[src/rtl/coproc_pkg.sv]
// Shared types and widths for the coprocessor result queue.
// The entry layout follows the default interface widths of the queue.
package coproc_pkg;

  localparam int unsigned ID_W       = 4;
  localparam int unsigned RFW_W      = 32;
  localparam int unsigned XLEN_W     = 32;
  localparam int unsigned WE_W       = RFW_W / XLEN_W;
  localparam int unsigned RD_W       = 5;
  localparam int unsigned EXCCODE_W  = 6;
  localparam int unsigned DROP_CNT_W = 8;

  typedef struct packed {
    logic [ID_W-1:0]      id;
    logic [RFW_W-1:0]     data;
    logic [RD_W-1:0]      rd;
    logic [WE_W-1:0]      we;
    logic                 exc;
    logic [EXCCODE_W-1:0] exccode;
  } result_entry_t;

  function automatic logic [DROP_CNT_W-1:0] sat_inc(input logic [DROP_CNT_W-1:0] value);
    return (value == {DROP_CNT_W{1'b1}}) ? value : value + DROP_CNT_W'(1'b1);
  endfunction

endpackage

[src/rtl/coproc_fifo.sv]
// Generic synchronous first-word-fall-through FIFO; rdata shows the head entry.
module coproc_fifo #(
  parameter int unsigned WIDTH = 8,
  parameter int unsigned DEPTH = 4
) (
  input  logic                     clk_i,
  input  logic                     rst_i,
  input  logic                     push,
  input  logic [WIDTH-1:0]         wdata,
  input  logic                     pop,
  output logic [WIDTH-1:0]         rdata,
  output logic                     full,
  output logic                     empty,
  output logic [$clog2(DEPTH):0]   count
);

  localparam int unsigned PTR_W = $clog2(DEPTH);
  localparam int unsigned CNT_W = PTR_W + 1;

  logic [WIDTH-1:0] mem_r [DEPTH];
  logic [PTR_W-1:0] wr_ptr_r;
  logic [PTR_W-1:0] rd_ptr_r;
  logic [CNT_W-1:0] count_r;
  logic             push_s;
  logic             pop_s;

  assign full   = (count_r == CNT_W'(DEPTH));
  assign empty  = (count_r == CNT_W'(1'b0));
  assign count  = count_r;
  assign rdata  = mem_r[rd_ptr_r];
  assign push_s = push & ~full;
  assign pop_s  = pop & ~empty;

  // Storage array, written at the tail
  always_ff @(posedge clk_i) begin
    if (push_s) begin
      mem_r[wr_ptr_r] <= wdata;
    end
  end

  // Pointers wrap naturally because DEPTH is a power of two
  always_ff @(posedge clk_i or posedge rst_i) begin
    if (rst_i) begin
      wr_ptr_r <= '0;
      rd_ptr_r <= '0;
      count_r  <= '0;
    end else begin
      if (push_s) begin
        wr_ptr_r <= wr_ptr_r + PTR_W'(1'b1);
      end
      if (pop_s) begin
        rd_ptr_r <= rd_ptr_r + PTR_W'(1'b1);
      end
      case ({push_s, pop_s})
        2'b10:   count_r <= count_r + CNT_W'(1'b1);
        2'b01:   count_r <= count_r - CNT_W'(1'b1);
        default: count_r <= count_r;
      endcase
    end
  end

endmodule

[src/rtl/coproc_result_queue.sv]
// In-order result buffer between the coprocessor and the core's result interface;
// each result waits for a commit (forwarded) or kill (dropped) of its instruction ID.
module coproc_result_queue
  import coproc_pkg::*;
#(
  parameter int unsigned X_ID_WIDTH  = ID_W,
  parameter int unsigned X_RFW_WIDTH = RFW_W,
  parameter int unsigned XLEN        = XLEN_W,
  parameter int unsigned DEPTH       = 4
) (
  input  logic                          clk_i,
  input  logic                          rst_i,
  input  logic                          cp_valid,
  output logic                          cp_ready,
  input  logic [X_ID_WIDTH-1:0]         cp_id,
  input  logic [X_RFW_WIDTH-1:0]        cp_data,
  input  logic [4:0]                    cp_rd,
  input  logic [X_RFW_WIDTH/XLEN-1:0]   cp_we,
  input  logic                          cp_exc,
  input  logic [EXCCODE_W-1:0]          cp_exccode,
  input  logic                          commit_valid,
  input  logic [X_ID_WIDTH-1:0]         commit_id,
  input  logic                          commit_kill,
  output logic                          result_valid,
  input  logic                          result_ready,
  output logic [X_ID_WIDTH-1:0]         result_id,
  output logic [X_RFW_WIDTH-1:0]        result_data,
  output logic [4:0]                    result_rd,
  output logic [X_RFW_WIDTH/XLEN-1:0]   result_we,
  output logic                          result_exc,
  output logic [EXCCODE_W-1:0]          result_exccode,
  output logic [5:0]                    result_ecsdata,
  output logic [2:0]                    result_ecswe,
  output logic                          result_err,
  output logic                          result_dbg,
  output logic [$clog2(DEPTH):0]        occupancy,
  output logic [DROP_CNT_W-1:0]         drop_cnt
);

  localparam int unsigned NUM_IDS = 2 ** X_ID_WIDTH;
  localparam int unsigned ENTRY_W = $bits(result_entry_t);

  result_entry_t               wentry_s;
  result_entry_t               head_s;
  logic [ENTRY_W-1:0]          head_raw_s;
  logic                        fifo_full_s;
  logic                        fifo_empty_s;
  logic                        push_s;
  logic                        pop_s;
  logic                        drop_s;
  logic                        load_s;
  logic                        slot_free_s;
  logic [NUM_IDS-1:0]          head_oh_s;
  logic [NUM_IDS-1:0]          commit_oh_s;
  logic [NUM_IDS-1:0]          clr_c_s;
  logic [NUM_IDS-1:0]          clr_k_s;
  logic [NUM_IDS-1:0]          set_c_s;
  logic [NUM_IDS-1:0]          set_k_s;
  logic [NUM_IDS-1:0]          committed_r;
  logic [NUM_IDS-1:0]          killed_r;
  result_entry_t               res_r;
  logic                        res_valid_r;
  logic [DROP_CNT_W-1:0]       drop_cnt_r;

  assign cp_ready = ~rst_i & ~fifo_full_s;
  assign push_s   = cp_valid & cp_ready;

  assign wentry_s.id      = cp_id;
  assign wentry_s.data    = cp_data;
  assign wentry_s.rd      = cp_rd;
  assign wentry_s.we      = cp_we;
  assign wentry_s.exc     = cp_exc;
  assign wentry_s.exccode = cp_exccode;

  coproc_fifo #(
    .WIDTH (ENTRY_W),
    .DEPTH (DEPTH)
  ) u_fifo (
    .clk_i (clk_i),
    .rst_i (rst_i),
    .push  (push_s),
    .wdata (wentry_s),
    .pop   (pop_s),
    .rdata (head_raw_s),
    .full  (fifo_full_s),
    .empty (fifo_empty_s),
    .count (occupancy)
  );

  assign head_s      = result_entry_t'(head_raw_s);
  assign slot_free_s = ~res_valid_r | result_ready;

  // Head decision: a kill wins over a commit, and only the head is ever examined
  always_comb begin
    drop_s = 1'b0;
    load_s = 1'b0;
    if (!fifo_empty_s) begin
      if (killed_r[head_s.id]) begin
        drop_s = 1'b1;
      end else if (committed_r[head_s.id] && slot_free_s) begin
        load_s = 1'b1;
      end else begin
        load_s = 1'b0;
      end
    end else begin
      drop_s = 1'b0;
    end
  end

  assign pop_s = drop_s | load_s;

  // Table masks; sets are OR-ed after clears so a reused ID keeps its new status
  always_comb begin
    head_oh_s   = NUM_IDS'(1'b1) << head_s.id;
    commit_oh_s = NUM_IDS'(1'b1) << commit_id;
    clr_c_s     = load_s ? head_oh_s : '0;
    clr_k_s     = drop_s ? head_oh_s : '0;
    set_c_s     = (commit_valid && !commit_kill) ? commit_oh_s : '0;
    set_k_s     = (commit_valid &&  commit_kill) ? commit_oh_s : '0;
  end

  // Commit and kill tables
  always_ff @(posedge clk_i or posedge rst_i) begin
    if (rst_i) begin
      committed_r <= '0;
      killed_r    <= '0;
    end else begin
      committed_r <= (committed_r & ~clr_c_s) | set_c_s;
      killed_r    <= (killed_r    & ~clr_k_s) | set_k_s;
    end
  end

  // Output register; fields only change when a new committed head is loaded
  always_ff @(posedge clk_i or posedge rst_i) begin
    if (rst_i) begin
      res_r       <= '0;
      res_valid_r <= 1'b0;
    end else if (load_s) begin
      res_r       <= head_s;
      res_valid_r <= 1'b1;
    end else if (res_valid_r && result_ready) begin
      res_valid_r <= 1'b0;
    end else begin
      res_valid_r <= res_valid_r;
    end
  end

  // Saturating drop counter
  always_ff @(posedge clk_i or posedge rst_i) begin
    if (rst_i) begin
      drop_cnt_r <= '0;
    end else if (drop_s) begin
      drop_cnt_r <= sat_inc(drop_cnt_r);
    end else begin
      drop_cnt_r <= drop_cnt_r;
    end
  end

  assign result_valid   = res_valid_r;
  assign result_id      = res_r.id;
  assign result_data    = res_r.data;
  assign result_rd      = res_r.rd;
  assign result_we      = res_r.we;
  assign result_exc     = res_r.exc;
  assign result_exccode = res_r.exccode;
  assign result_ecsdata = 6'd0;
  assign result_ecswe   = 3'd0;
  assign result_err     = 1'b0;
  assign result_dbg     = 1'b0;
  assign drop_cnt       = drop_cnt_r;

endmodule

[config.mk]
export PLATFORM = sky130hd
export DESIGN_NAME = coproc_result_queue
export DESIGN_NICKNAME = d
export VERILOG_FILES = /design/src/rtl/coproc_pkg.sv /design/src/rtl/coproc_fifo.sv /design/src/rtl/coproc_result_queue.sv
export SDC_FILE = /design/constraint.sdc
export NUM_CORES = 1
export LEC_CHECK = 0
export CORE_UTILIZATION = 55
export CTS_CLUSTER_SIZE = 14
export DETAILED_ROUTE_END_ITERATION = 7
export DONT_BUFFER_PORTS = 1
export GPL_ROUTABILITY_DRIVEN = 0
export PLACE_DENSITY = 0.73
export SLEW_MARGIN = 15
export SYNTH_ARGS = -nofsm -noshare
export SYNTH_HDL_FRONTEND = slang
export SYNTH_SLANG_ARGS = --single-unit
[constraint.sdc]
create_clock -name clk_i -period 4.9 [get_ports clk_i]
set_input_delay 0.98 -clock clk_i [delete_from_list [all_inputs] [get_ports clk_i]]
set_output_delay 0.98 -clock clk_i [all_outputs]
set_load 0.05 [all_outputs]
# == Word-level counts from Yosys, hierarchy flattened ==
# Memories as Yosys holds them, arrays and structs flattened.
# Cells that the tools add are included.
# word_totals
output_inout_bits,73
ram_bits,196
wordCells,70
regBits,97
mem_count,1
# mem_list
name,depth,word_bits,read_ports,rd_clocked_by_memory_dff,wr,line,source
u_fifo.mem_r,4,49,1,0,1,coproc_fifo.sv:20,logic [WIDTH-1:0] mem_r [DEPTH];
# op_classes
eq_ne,4
n_bitwise,17
add_sub_neg,5
n_reduce_logical,9
n_lt_le_gt_ge,1
mux,18
shift,2
# op_table
cell,n
16-bit two-way mux,4
16-bit bitwise AND,2
16-bit inverter,2
16-bit bitwise OR,2
"1-bit by 4-bit left shift with 16-bit output, first input constant",2
1-bit two-way mux,11
"8-bit by 1-bit adder with 8-bit output, second input constant",1
1-bit binary-select mux with 4-bit select,2
"8-bit equality test, second input constant",1
3-bit one-hot mux with 2 select lines,1
"4-bit by 5-bit less-than comparator with 1-bit output, second input constant",1
1-bit inverter,5
"2-bit by 1-bit adder with 2-bit output, second input constant",2
1-bit bitwise AND,4
1-bit logical AND,4
2-bit nonzero test,2
"3-bit by 1-bit adder with 3-bit output, second input constant",1
"3-bit equality test, second input constant",1
3-bit logical NOT,1
"3-bit by 1-bit subtractor with 3-bit output, second input constant",1
"2-bit by 1-bit equality test with 1-bit output, second input constant",1
"2-bit equality test, second input constant",1
1-bit bitwise OR,2
2-bit AND reduction,1
1-bit logical NOT,1

# == Logic depth before layout (Yosys ltp) ==
# An unclocked memory read counts as a cell.
# depth
word_depth,11
mapped_depth,15
depth_no_buf,11

# == By module ==
# Synthesis repeated with hierarchy kept, for this count alone.
# unflattened
cells_unflattened,616
hier_area_um2,11552.3
# modules_own_cells
module,instances,seq_area_each_um2,cells_each,area_each_um2
coproc_fifo,1,6060.8,295,7558.5
coproc_result_queue,1,2252.2,321,3993.8

# == Worst setup path after synthesis ==
# No wires, ideal clock.
# synth_path
path_type,input to register
start,in rst_i
end,"mem u_fifo.mem_r[0][0] (netlist name), enable pin"
setup_ns,0.412
stages,2
arrival_time_ns,3.223
path_slack_ns,1.265
cell_sequence,a21oi_1 > and3_1
# synth_between
elab_chain_cells,6
# synth_rtl
element,line,source
"start, declared",coproc_result_queue.sv:12,"input logic rst_i,"
1-bit inverter,coproc_result_queue.sv:65,assign cp_ready = ~rst_i & ~fifo_full_s;
1-bit bitwise AND,coproc_result_queue.sv:65,
1-bit bitwise AND,coproc_result_queue.sv:66,assign push_s = cp_valid & cp_ready;
1-bit bitwise AND,coproc_fifo.sv:31,assign push_s = push & ~full;
1-bit two-way mux,coproc_fifo.sv:36,if (push_s) begin
1-bit two-way mux (not written as such),coproc_fifo.sv:37,mem_r[wr_ptr_r] <= wdata;
"end, declared",coproc_fifo.sv:20,
# Every way passes these cells.

# == Worst setup path after layout ==
# layout_path
start,reg u_fifo.rd_ptr_r[0]
end,"reg res_r, in the netlist result_data[12]"
# layout_between
elab_chain_cells,7
word_cells_on_any_way,9
cone_classes,7 x mux; 1 x reduce/logical; 1 x memory
# layout_rtl
element,line,source
"start, declared",coproc_fifo.sv:22,logic [PTR_W-1:0] rd_ptr_r;
"start signal, assigned",coproc_fifo.sv:52,rd_ptr_r <= rd_ptr_r + PTR_W'(1'b1);
memory 4 x 49 bit *,--,
1-bit binary-select mux with 4-bit select,coproc_result_queue.sv:100,end else if (committed_r[head_s.id] && slot_free_s) begin
1-bit two-way mux (not written as such),coproc_result_queue.sv:100,
1-bit logical AND,coproc_result_queue.sv:100,
1-bit two-way mux,coproc_result_queue.sv:100,
1-bit two-way mux,coproc_result_queue.sv:98,if (killed_r[head_s.id]) begin
1-bit two-way mux,coproc_result_queue.sv:97,if (!fifo_empty_s) begin
"end signal, assigned",coproc_result_queue.sv:139,res_r <= head_s;
"end, declared",coproc_result_queue.sv:61,result_entry_t res_r;
# Mark *: on every way between the ends. The rest lies on a longest branch, timed or not. The select of a mux whose other input is x is not followed.
# A chain may end at the register's enable or synchronous reset.

==> results.cfg <==
[route]
drt_wl_total_mm = 22.6
ant_nets = 0
drtIter0Drc = 395
drc = 0
wire_per_inst_um = 23.3
num_vias = 5986
viasPerCell = 6.16
dr.pass1.iters = 5

[floorplanning]
top_level_ports = 132
die_h_um = 149
fp.coreArea_um2 = 21100
die_area_um2 = 22200
die_w_um = 149
num_rows = 53
start_util_pct = 56.3

[place]
numPortBuffers = 0
dp_hpwl_mm = 14.0
place_ws_ps = 964

[timing]
rsz0062_at_grt = false
clock_skew_ps = 32.0
max_slew_margin_pct = 32.5
finalCritPeriodShare_pct = 80.9
setup_ws_ps = 934
setup_tns_ps = 0
fmax_mhz = 252
fin_crit_ps = 3970
setup_viol = 0
drv_slew = 0
finalHoldViolations = 0
worst_pin_slew_ps = 1010

[setup_path]
crit_path_start_kind = flip-flop
cp-end-kind = flip-flop
ff2ff_path_depth = 8
crit_arrival_ps = 4380
worstPathRequired_ps = 5310
crit_fanout = 57
worstSetupPathType = reg2reg

[power]
p_leak_nw = 4.62
seqPwrFrac_pct = 47.9
ir_worst_vdd_mv = 0.543
internal-power_mw = 5.94
p_switching_mw = 3.69
clkPwrFrac_pct = 22.0
p_sw_share_pct = 38.3
combPwrFrac_pct = 30.1
powerDensity_nw_per_um2 = 740

[logic_synthesis]
synth-edff-count = 196
yosysUniqueCellTypes = 57
syn_avg_cell_area_um2 = 17.7
yosysSeqAreaShare_pct = 70.0
yosysMostFrequentCell = edfxtp_1
ys_async_sr_fraction_pct = 33.1
synth_top_area_share_pct = 49.6
ys.flop_type = edfxtp_1
ys_ff_latch = 293
synth_area_leaders = edfxtp_1 (50%), dfrtp_1 (20%), mux4_2 (9.5%)
synth_common_cells = edfxtp_1 (196), dfrtp_1 (97), mux4_2 (50)
yosys.area.top_type = edfxtp_1
synthesis.area_um2 = 11900
yosys_warnings = 0
synthCells = 669

[clock_tree]
holdBufCountCts = 0
cts_buffers = 28
postCtsSetupBuffers = 0
clock_sinks = 293
cts_tree = yes
root_buffer = clkbuf_16
h-tree-depth = 1
clk_pin_slew_ps = 60
cts_resized = 0
clock_latency_ps = 560
cts_buffer_depth = 3

[global_route]
antenna_found_initial = 0
grt_use_total_pct = 21.2
overflow = 0
grt_max_degree = 76
grt_pass1_vias = 6318
grt_pass1_wl_mm = 35.6

[layout]
drive_gt1_share_pct = 24.1
antenna_cells = 0
area_growth_pct = 9.66
nNetsFinal = 741
fillers = 1508

[worst_hold_path]
hold_class = reg2reg
whs_path_depth = 1

[run_status]
outcome = finished clean

[flow_run]
maxCapViolCount = 0
==> cell type report <==
cell class                      instances  area [um2]  share of cell area (%)
Multi-Input combinational cell        327        3280                    25.2
Clock inverter                         13         164                    1.26
Clock buffer                           39         752                    5.78
Tap cell                              275         344                    2.64
Timing Repair Buffer                   12         103                   0.788
Sequential cell                       293        8320                    63.9
Inverter                               13        51.3                   0.394
==> registers in the layout (all words and copies together) (netlist names) <==
register,flops
committed_r,16
u_fifo.count,3
killed_r,16
result_id,4
result_data,32
u_fifo.rd_ptr_r,2
result_we,1
result_exccode,6
result_rd,5
result_valid,1
u_fifo.mem_r,196
drop_cnt,8
result_exc,1
u_fifo.wr_ptr_r,2
==> cell usage in the layout (no fill, tap or decap), types with 4 or more instances in the layout <==
master	synthesis	layout
and3_2	0	4
xnor2_1	4	4
nand2b_1	12	12
buf_4	11	11
inv_1	13	12
nand3_1	6	6
xor2_1	7	7
a21oi_1	18	18
mux4_2	50	50
o41ai_1	10	10
or2_1	4	4
clkbuf_1	16	10
conb_1	1	11
dfrtp_1	97	95
nand4_1	5	5
a211oi_1	7	7
o22ai_1	7	7
o21ai_0	20	20
edfxtp_1	196	196
o32a_1	4	4
clkbuf_16	0	28
or2_2	4	4
nand2_1	15	15
mux2_2	30	30
mux2i_1	8	8
nor2_1	15	15
nor3_1	7	6
nor2b_1	7	7
ha_1	6	6
clkinv_2	0	5
mux2_4	22	22
and2_1	4	4
==> cell families after synthesis <==
kind of cell / Yosys count / share of synthesized area, %
AO/OA/AOI/OAI: 86 / 4.83
XOR/XNOR: 11 / 0.812
adder cells (fa/ha/maj): 7 / 0.801
buffers and inverters: 59 / 2.75
flip-flops: 293 / 70.0
multiplexers: 112 / 16.0
other: 1 / 0.0316
AND/OR/NAND/NOR: 100 / 4.74
==> metrics by stage <==
step | total power [mW] | hold WS (ps) | instance area (um2) | std cells | util (%)
after floorplan | 6.95 | 450 | 11900 | 679 | -
after global placement | 7.46 | 483 | 12100 | 920 | 57.4
after detailed placement | 7.58 | 496 | 12100 | 920 | 57.4
after CTS | 9.71 | 498 | 13000 | 972 | 61.7
after global routing | 10.1 | 501 | 13000 | 972 | 61.7
final | 9.64 | 510 | 13000 | 972 | 61.7
==> path summary, 6_finish.rpt <==
check / from / slack (ps) / endpoint
max: u_fifo.rd_ptr_r[0] / 930 / result_data[12]
min: committed_r[10] / 510 / committed_r[10]
max reg2reg: u_fifo.rd_ptr_r[0] / 930 / result_data[12]
min reg2reg: committed_r[10] / 510 / committed_r[10]
max in group asynchronous: rst_i / 3370 / result_data[5]
min in group asynchronous: rst_i / 540 / drop_cnt[1]
==> routing by layer <==
metal	vias up	global-route usage [%]	wire, um	part of all wire [%]
met1	3108	26.8	8790	39
li1	2613	-	-	-
met3	47	6.33	1910	8.4
met5	-	0	0	0
met4	0	4.85	510	2.3
met2	218	36.0	11400	50
==> power by group through the flow <==
stage / sequential, mW / combinational, mW / clock, mW
2_1_floorplan: 4.43 / 2.52 / 0
3_3_place_gp: 4.65 / 2.81 / 0
3_5_place_dp: 4.67 / 2.91 / 0
4_1_cts: 4.63 / 2.92 / 2.16
5_1_grt: 4.69 / 3.14 / 2.25
6_report: 4.62 / 2.90 / 2.12
==> critical path, cell delays in order, from the launching register on <==
cell and delay, ps:
dfrtp_4 690, mux4_2 790, mux2_1 380, a221oi_1 260, o32a_2 420, buf_4 260
nor3b_4 240, buf_12 380, mux2_2 380
No activity file was read; power rests on OpenSTA's default activity.
